[config.mk]
export PLATFORM = sky130hd
export DESIGN_NAME = arm_regfile_sb
export DESIGN_NICKNAME = d
export VERILOG_FILES = /design/src/rtl/arm_core_pkg.sv /design/src/rtl/arm_regfile_sb_scoreboard.sv /design/src/rtl/arm_regfile_sb.sv
export SDC_FILE = /design/constraint.sdc
export NUM_CORES = 1
export LEC_CHECK = 0
export BUFFER_PORTS_ARGS = -buffer_cell sky130_fd_sc_hd__buf_2
export CAP_MARGIN = 20
export CORE_MARGIN = 2
export CORE_UTILIZATION = 45
export DETAILED_ROUTE_END_ITERATION = 12
export PLACE_DENSITY = 0.65
export SYNTH_ARGS = -nofsm -noshare
export SYNTH_HDL_FRONTEND = slang
export SYNTH_SLANG_ARGS = --single-unit
export TNS_END_PERCENT = 1
[constraint.sdc]
create_clock -name clk -period 2.7 [get_ports clk]
set_input_delay 0.27 -clock clk [delete_from_list [all_inputs] [get_ports clk]]
set_output_delay 0.27 -clock clk [all_outputs]
set_load 0.005 [all_outputs]
[src/rtl/arm_core_pkg.sv]
// Shared ARM core definitions: datapath widths, PC register index and common typedefs.
// Used by arm_regfile_sb and arm_regfile_sb_scoreboard.
package arm_core_pkg;

  localparam int ARM_DATA_W = 32;
  localparam int ARM_ADDR_W = 4;
  localparam int ARM_PC_IDX = 15;

  typedef logic [ARM_ADDR_W-1:0] reg_idx_t;
  typedef logic [ARM_DATA_W-1:0] word_t;

endpackage

[src/rtl/arm_regfile_sb_scoreboard.sv]
// Busy scoreboard for outstanding loads: one busy bit per register, set on an accepted
// sb_set and cleared by the port B (load) writeback.
module arm_regfile_sb_scoreboard
  import arm_core_pkg::*;
#(
  parameter int ADDR_W = ARM_ADDR_W,
  parameter int NRD    = 3,
  parameter int PC_IDX = ARM_PC_IDX
) (
  input  logic                  clk,
  input  logic                  reset,
  input  logic                  sb_set,
  input  logic [ADDR_W-1:0]     sb_addr,
  input  logic                  wb_en,
  input  logic [ADDR_W-1:0]     wb_addr,
  input  logic [NRD*ADDR_W-1:0] rd_addr,
  output logic                  sb_ack,
  output logic [NRD-1:0]        rd_busy
);

  localparam int NREGS = 2**ADDR_W;

  logic [NREGS-1:0] busy_vec;
  logic             free_now;

  // A load writing back this cycle frees its register for a new load in the same cycle.
  assign free_now = wb_en && (wb_addr == sb_addr);
  assign sb_ack   = sb_set && (sb_addr != ADDR_W'(PC_IDX)) && (!busy_vec[sb_addr] || free_now);

  genvar gi;
  generate
    for (gi = 0; gi < NREGS; gi++) begin : g_busy
      logic busy_reg;

      // Set beats clear so a re-issued load keeps the register marked outstanding.
      always_ff @(posedge clk) begin
        if (reset) begin
          busy_reg <= 1'b0;
        end else if (sb_ack && (sb_addr == ADDR_W'(gi))) begin
          busy_reg <= 1'b1;
        end else if (wb_en && (wb_addr == ADDR_W'(gi))) begin
          busy_reg <= 1'b0;
        end
      end

      assign busy_vec[gi] = busy_reg;
    end

    for (gi = 0; gi < NRD; gi++) begin : g_rd_busy
      assign rd_busy[gi] = busy_vec[rd_addr[gi*ADDR_W +: ADDR_W]];
    end
  endgenerate

endmodule

[src/rtl/arm_regfile_sb.sv]
// Multicycle ARM register file: NRD combinational read ports, ALU (A) and load (B) write
// ports, PC increment and load scoreboard. ARM_REGFILE_FORWARD_EN enables write-through bypass.
module arm_regfile_sb
  import arm_core_pkg::*;
#(
  parameter int                DATA_W   = ARM_DATA_W,
  parameter int                ADDR_W   = ARM_ADDR_W,
  parameter int                NRD      = 3,
  parameter int                PC_IDX   = ARM_PC_IDX,
  parameter logic [DATA_W-1:0] PC_RESET = '0,
  parameter int                PC_STEP  = 4
) (
  input  logic                  clk,
  input  logic                  reset,
  input  logic [NRD*ADDR_W-1:0] rd_addr,
  output logic [NRD*DATA_W-1:0] rd_data,
  output logic [NRD-1:0]        rd_busy,
  input  logic                  wa_en,
  input  logic [ADDR_W-1:0]     wa_addr,
  input  logic [DATA_W-1:0]     wa_data,
  input  logic                  wb_en,
  input  logic [ADDR_W-1:0]     wb_addr,
  input  logic [DATA_W-1:0]     wb_data,
  input  logic                  pc_inc,
  output logic [DATA_W-1:0]     pc,
  input  logic                  sb_set,
  input  logic [ADDR_W-1:0]     sb_addr,
  output logic                  sb_ack,
  output logic                  wr_clash
);

  localparam int NREGS = 2**ADDR_W;

  logic [DATA_W-1:0] regs_q [NREGS];
  logic [NRD-1:0]    busy_raw;
  logic              wr_clash_reg;
  logic              wr_clash_next;
  logic              wa_take;

  // On an address collision the load result wins and the ALU write is dropped.
  assign wr_clash_next = wa_en && wb_en && (wa_addr == wb_addr);
  assign wa_take       = wa_en && !wr_clash_next;

  always_ff @(posedge clk) begin
    if (reset) begin
      wr_clash_reg <= 1'b0;
    end else begin
      wr_clash_reg <= wr_clash_next;
    end
  end

  assign wr_clash = wr_clash_reg;
  assign pc       = regs_q[PC_IDX];

  genvar gi;
  generate
    for (gi = 0; gi < NREGS; gi++) begin : g_reg
      logic [DATA_W-1:0] q_reg;
      logic [DATA_W-1:0] q_next;

      // Later assignments take priority: load over ALU over PC increment.
      always_comb begin
        q_next = q_reg;
        if ((gi == PC_IDX) && pc_inc) begin
          q_next = q_reg + DATA_W'(PC_STEP);
        end
        if (wa_take && (wa_addr == ADDR_W'(gi))) begin
          q_next = wa_data;
        end
        if (wb_en && (wb_addr == ADDR_W'(gi))) begin
          q_next = wb_data;
        end
      end

      always_ff @(posedge clk) begin
        if (reset) begin
          q_reg <= (gi == PC_IDX) ? PC_RESET : '0;
        end else begin
          q_reg <= q_next;
        end
      end

      assign regs_q[gi] = q_reg;
    end

    for (gi = 0; gi < NRD; gi++) begin : g_rd
      logic [ADDR_W-1:0] ra;
      assign ra = rd_addr[gi*ADDR_W +: ADDR_W];

`ifdef ARM_REGFILE_FORWARD_EN
      logic [DATA_W-1:0] rd_word;

      always_comb begin
        rd_word = regs_q[ra];
        if (wa_take && (wa_addr == ra)) begin
          rd_word = wa_data;
        end
        if (wb_en && (wb_addr == ra)) begin
          rd_word = wb_data;
        end
      end

      assign rd_data[gi*DATA_W +: DATA_W] = rd_word;
      assign rd_busy[gi] = busy_raw[gi] && !(wb_en && (wb_addr == ra));
`else
      assign rd_data[gi*DATA_W +: DATA_W] = regs_q[ra];
      assign rd_busy[gi] = busy_raw[gi];
`endif
    end
  endgenerate

  arm_regfile_sb_scoreboard #(
    .ADDR_W (ADDR_W),
    .NRD    (NRD),
    .PC_IDX (PC_IDX)
  ) u_scoreboard (
    .clk     (clk),
    .reset   (reset),
    .sb_set  (sb_set),
    .sb_addr (sb_addr),
    .wb_en   (wb_en),
    .wb_addr (wb_addr),
    .rd_addr (rd_addr),
    .sb_ack  (sb_ack),
    .rd_busy (busy_raw)
  );

endmodule

==> results of run 1 <==
## worst max-delay path by stage
stage | cells after the start | end | slack (ns)
finish | 3 | rd_data[23] | 0.01
global route | 6 | sb_ack | -0.01
CTS | 3 | rd_data[18] | 0.07
detailed placement | 7 | sb_ack | 0.22
global placement | 7 | sb_ack | 0.18
floorplan | 4 | rd_data[33] | 0.42
## critical path, delay by kind of cell, from the launching register on
family	cells	cell delay (ns)
buffers and inverters	1	0.15
flip-flops	1	0.48
multiplexers	2	1.14
## cell usage in the layout, fill, tap and decap left out, types with 6 or more instances in the layout
master,synthesis,routed
clkbuf_1,263,15
o32ai_1,11,11
buf_12,1,59
a211oi_2,246,244
nor3_1,492,489
nand3b_1,7,7
mux4_2,499,499
nand4_1,11,11
a211oi_4,5,7
dfxtp_1,529,529
nor2_4,0,11
buf_4,21,159
or3_1,7,6
clkbuf_8,0,16
buf_2,142,216
clkinv_2,0,9
o21ai_0,13,13
a311oi_1,42,42
a21oi_1,22,21
and3_1,9,9
or2_2,0,15
nand2_1,365,364
xnor2_1,11,11
mux2i_1,330,330
a211oi_1,80,80
nor2_1,29,19
xor2_1,12,12
o221ai_1,15,14
a311oi_2,120,120
a21oi_4,1,9
clkbuf_16,0,69
inv_1,14,13
diode_2,0,9
nand3_1,31,31
a31oi_1,6,6
## kinds of logic (layout without fill, tap and decap cells)
kind of cell | after synthesis | count (layout) | share of synthesized area [%]
xor+xnor | 25 | 25 | 0.5949
fa+ha+maj | 1 | 1 | 0.03181
flops | 529 | 529 | 26.93
mux | 830 | 830 | 37.00
other cells | 0 | 9 | 0
simple gates | 1006 | 1006 | 12.01
compound gates | 603 | 603 | 17.11
buf+inv | 516 | 572 | 6.325
## per-layer routing
layer | share of wire, % | wire length (um)
met5 | 0.13 | 202
met4 | 7.2 | 11560
met3 | 13 | 20400
met2 | 44 | 69950
met1 | 36 | 58500
## cell type report
cell class | count | area, um^2
multi-input combinational | 2465 | 26460
sequential | 529 | 10590
tap | 1155 | 1445
timing repair buffer | 442 | 3556
clock inverter | 19 | 239.0
antenna | 9 | 22.52
inverter | 14 | 52.55
fill | 7678 | 42430
clock buffer | 97 | 1962
## repair_timing
| action | in CTS | in global routing |
|---|---|---|
| hold endpoints to repair | 6 | 0 |
| gates cloned | 0 | 0 |
| hold buffers | 1 | 0 |
| endpoints found under the setup margin | 1 | 1 |
| resized for setup | 1 | 1 |
## metrics by stage
stage / instances / utilization [%] / cell area [um^2] / setup WS, ns / power [W]
2_1_floorplan: 3510 / - / 39330 / 0.4232 / 0.01123
3_3_place_gp: 4604 / 48.51 / 42080 / 0.1827 / 0.01252
3_5_place_dp: 4604 / 48.51 / 42080 / 0.2196 / 0.01260
4_1_cts: 4721 / 51.06 / 44300 / 0.06560 / 0.02173
5_1_grt: 4729 / 51.09 / 44320 / -0.01198 / 0.02232
6_report: 4730 / 51.09 / 44330 / 0.01061 / 0.02183
## power groups by stage
stage | Combinational (W) | Sequential, W | Clock [W]
2_1_floorplan | 0.00273 | 0.00850 | 0
3_3_place_gp | 0.00388 | 0.00864 | 0
3_5_place_dp | 0.00394 | 0.00866 | 0
4_1_cts | 0.00395 | 0.00849 | 0.00929
5_1_grt | 0.00420 | 0.00855 | 0.00957
6_report | 0.00403 | 0.00852 | 0.00928
==> results.md, run 1 <==
- Gr busiest metal: met2
- Switching power share of the total: 29.98%
- R2R Path End: pc[23]$_SDFFE_PP0P_
- Die width: 299.6 um
- Synthesized instance count: 3510
- Global-route wire length before repair: 235400 um
- Worst Reg2Reg Path Length in Cells: 5
- Setup violators final: 0
- Worst hold path class: input port to flip-flop
- Total negative setup slack: 0 ns
- Ys async rst share: 0%
- Number of port buffers: 226
- RePlAce Congestion: 0.9335
- Drt via density: 7.361
- Power Internal: 0.01528 W
- Ys flop type: dfxtp_1
- Hpwl dp: 102900 um
- Most frequent cell after synthesis: dfxtp_1
- Leakage: 14.28 nW
- Met3 usage: 9.676%
- Grt ovf: 0
- Core area: 0.08675 mm^2
- ANT nets after route: 0
- Mapped cell area: 0.03933 mm^2
- M2 GR Usage: 52.20%
- Worst setup EP type: output pin
- Worst path max stage delay: 0.61 ns
- Worst vdd rail ir drop: 414.6 uV
- Post-CTS Setup Inserts: 0
- Crit path max-delay cell type: mux4_2
- Max-slew violation count: 0
- Initial antenna violation count: 16
- Number of nets in the layout: 3613
- Status: completed
- Clock transition at path regs: 0.07 ns
- Area grow syn2layout: 12.71%
- Critical path cell sequence: mux4_2 -> mux4_2 -> buf_2
- Longest Clk Path Bufs: 3
- Post-synth EDFFs: 0
- Cell taking the most area after synthesis: mux4_2
- Synth cell count leaders: 529 x dfxtp_1, 499 x mux4_2, 492 x nor3_1
- Worst slew pin tran: 0.9548 ns
- Avg WL per Cell: 33.96 um
- GR Layer Usage met1: 45.47%
- Critical Path RT: 2.43 ns
- Final Hold Viols: 0
- Max-Slew Margin vs Limit: 36.35%
- TritonCTS clock tree: built
- P_sw: 0.006545 W
- Final Cycle Share: 99.61%
- Starting DRC count in detailed routing: 4678
- Cts bufs inserted: 66
- Number of global-route vias before repair: 33887
- Setup crit start kind: flip-flop
- Pwr dens: 492.4 mW/mm^2
- Overall Global Routing Usage: 35.21%
- Num ports: 227
- Pre-antenna DRT Iters: 6
- Clock Power Share: 42.5%
- Initial Utilization: 45.33%
- Flop2flop setup slack: 0.52 ns
- Largest net degree at the start of global routing: 130
- Synth Area per Inst: 11.20 um^2
- Cell mode on critical path: mux4_2
- Share of layout cells above drive strength 1: 41.22%
- Synth area leaders: mux4_2 29%, dfxtp_1 27%, mux2i_1 8.4%, a211oi_2 7.8%, nor3_1 6.3%
- CTS root buf: clkbuf_16
- Clock sinks: 529
- Cell Rows: 108
- CP Launch Point: pc[23]$_SDFFE_PP0P_
- Critical hold path startpoint: sb_addr[1]
- Seq pwr share: 39.0%
- Fin crit period: 2.689 ns
- Max_cap viols: 0
- Worst Path Arrival: 2.42 ns
- CP max FO: 9
- WS Path Type: flip-flop to output pin
- Combinational power share: 18.5%
- Clk Latency, worst-skew pair: 0.65 ns
- Clock skew: 0.04630 ns
- Reg-to-Reg Start: pc[10]$_SDFFE_PP0P_
- Seq/Total Area, Yosys: 26.93%
- Hold endpoint: u_scoreboard.g_busy[0].busy_reg$_SDFFE_PP0P_
- FMAX: 0.3718 GHz
- YS warnings: 0
- Total number of vias: 34816
- # H-tree levels: 3
- Die ar.: 0.08978 mm^2
- Routed wire length: 160600 um
- Hold_ws: 0.03998 ns
- Max reg flops: 480
- Worst hold path depth: 2
- Share of the synthesized area in the top cell type: 28.58%
- Drt drc: 0
- Flop and latch count out of synthesis: 529
- Mapped Nets: 3605
- Post-synth cell types: 69
- Die span in y: 299.6 um
No activity file was read; power rests on OpenSTA's default activity.
==> run 2, diff against run 1 <==
clock period = 2.65 ns   (was 2.7 ns; I/O delays follow)
==> results.md, run 2 (synthesis results as in run 1) <==
- Routed wire length: 158600 um (-1.2%)
- Commonest cells after routing, fill and taps aside: 524 x dfxtp_1, 499 x mux4_2, 489 x nor3_1
- Worst hold path class: input port to flip-flop
- CTS root buf: clkbuf_16
- Post-placement cell count: 4616 (+0.26%)
- Critical Path RT: 2.38 ns (-0.05 ns)
- Cell Rows: 108 (unchanged)
- Fin crit period: 2.623 ns
- Number of nets in the layout: 3624 (+0.30%)
- Leakage: 14.36 nW (+0.59%)
- Most common cell after layout, fill and taps aside: dfxtp_1
- Overall Global Routing Usage: 34.66% (-0.55 points)
- Initial Utilization: 45.33% (unchanged)
- Longest Clk Path Bufs: 3 (unchanged)
- Starting DRC count in detailed routing: 4634 (-0.94%)
- Number of port buffers: 226 (unchanged)
- Area grow syn2layout: 13.20%
- Final Hold Viols: 0 (unchanged)
- Pwr dens: 493.2 mW/mm^2 (+0.15%)
- Max-Slew Margin vs Limit: 36.83% (+0.48 points)
- Setup crit start kind: flip-flop
- Total number of vias: 34698 (-0.34%)
- Grt ovf: 0 (unchanged)
- Setup violators final: 0 (unchanged)
- Worst slew pin tran: 0.9476 ns (-0.007237 ns)
- RePlAce Congestion: 0.9575 (+2.6%)
- Final non-filler cell total: 4745 (+0.32%)
- Global-route wire length before repair: 231600 um (-1.6%)
- Max-slew violation count: 0 (unchanged)
- Drt drc: 0 (unchanged)
- Number of global-route vias before repair: 33565 (-0.95%)
- Status: completed
- Clock sinks: 529 (unchanged)
- Worst Path Arrival: 2.36 ns (-0.06 ns)
- Total negative setup slack: 0 ns (unchanged)
- CP max FO: 8 (-1)
- Num ports: 227 (unchanged)
- Fin area: 0.04452 mm^2 (+0.43%)
- Max reg flops: 480 (unchanged)
- Clock transition at path regs: 0.06 ns (about the same)
- Worst vdd rail ir drop: 558.3 uV (+35%)
- TritonCTS clock tree: built
- ANT nets after route: 0 (unchanged)
- Core area: 0.08675 mm^2 (unchanged)
- # H-tree levels: 2 (-1)
- Share of layout cells above drive strength 1: 41.86% (+0.63 points)
- FMAX: 0.3813 GHz
- Largest net degree at the start of global routing: 122 (-6.2%)
- Avg WL per Cell: 33.43 um (-1.6%)
- Worst setup EP type: output pin
- Hpwl dp: 103200 um (+0.24%)
- Unrepaired setup endpoints after global routing: false
- Cts bufs inserted: 61 (-7.6%)
- Placed cell area: 0.04226 mm^2 (+0.42%)
- Initial antenna violation count: 14 (-2)
- Max_cap viols: 0 (unchanged)
- Pre-antenna DRT Iters: 5 (-1)
- WS Path Type: flip-flop to output pin
- Die ar.: 0.08978 mm^2 (unchanged)
- Clk Latency, worst-skew pair: 0.67 ns (+0.02 ns)
- Final Cycle Share: 98.97%
- Die width: 299.6 um (unchanged)
- Die span in y: 299.6 um (unchanged)
- Drt via density: 7.313 (-0.65%)
- Clock skew: 0.04001 ns (-0.006291 ns)
## run 2: cell count changes in the layout (fill, tap and decap cells not counted), sizes merged
cell | before | now
clkbuf | 100 | 87
dlygate4sd3 | 1 | 4
diode | 9 | 11
bufinv | 4 | 6
buf | 438 | 451
inv | 18 | 15
clkinvlp | 1 | 3
clkinv | 10 | 19
## run 2: cell type report
type                            instances  area [um^2]
Multi-Input combinational cell       2465        26470
Clock inverter                         29        346.6
Tap cell                             1155         1445
Sequential cell                       529        10600
Fill cell                            7606        42240
Clock buffer                           84         1813
Antenna cell                           11        27.53
Inverter                               14        52.55
Timing Repair Buffer                  458         3771
## run 2: layer usage
layer  up-vias  wire length [um]  global-route usage [%]
met5         -                50                       0
met1     17428             58530                   45.26
met4         8             10320                   20.13
met2      2648             69500                   51.87
li1      14042                 -                       -
met3       572             20210                   9.277
## run 2: worst paths after layout
check | start | to | slack [ns] | cells after the start
max | pc[11]$_SDFFE_PP0P_ | rd_data[75] | 0.03 | 3
min | wa_data[22] | g_reg[4].q_reg[22]$_SDFFE_PP0P_ | 0.04 | 3
max reg2reg | pc[10]$_SDFFE_PP0P_ | pc[24]$_SDFFE_PP0P_ | 0.30 | 5
min reg2reg | u_scoreboard.g_busy[3].busy_reg$_SDFFE_PP0P_ | u_scoreboard.g_busy[3].busy_reg$_SDFFE_PP0P_ | 0.51 | 2
## run 2: stage by stage
stage / util (%) / setup WS (ns) / hold WS, ns / total power, W
after CTS: 51.26 / 0.002088 / 0.01091 / 0.02185
after global routing: 51.31 / 0.003215 / 0.05040 / 0.02250
after floorplan: - / 0.3832 / 0.4717 / 0.01144
after detailed placement: 48.71 / 0.2541 / 0.5066 / 0.01284
after global placement: 48.70 / 0.1388 / 0.5091 / 0.01275
final: 51.32 / 0.02732 / 0.03574 / 0.02196
## run 2: timing repair
item                       4_1_cts  5_1_grt
cloned                           0        0
setup endpoints to repair        2        1
hold endpoints to repair        19        0
buffers inserted                 1        0
gates resized for setup          2        6
hold buffers                     4        0
pin swaps                        0        1
## run 2: power breakdown
part / total [W] / internal [W] / switching [W]
Sequential: 0.00867 / 0.00828 / 0.000395
Combinational: 0.00411 / 0.00177 / 0.00234
Clock: 0.00917 / 0.00535 / 0.00382
## run 2: critical path, cell delays in order, from the launching register on
cell,delay (ns)
dfxtp_1,0.47
mux4_2,0.53
mux4_2,0.54
buf_2,0.15
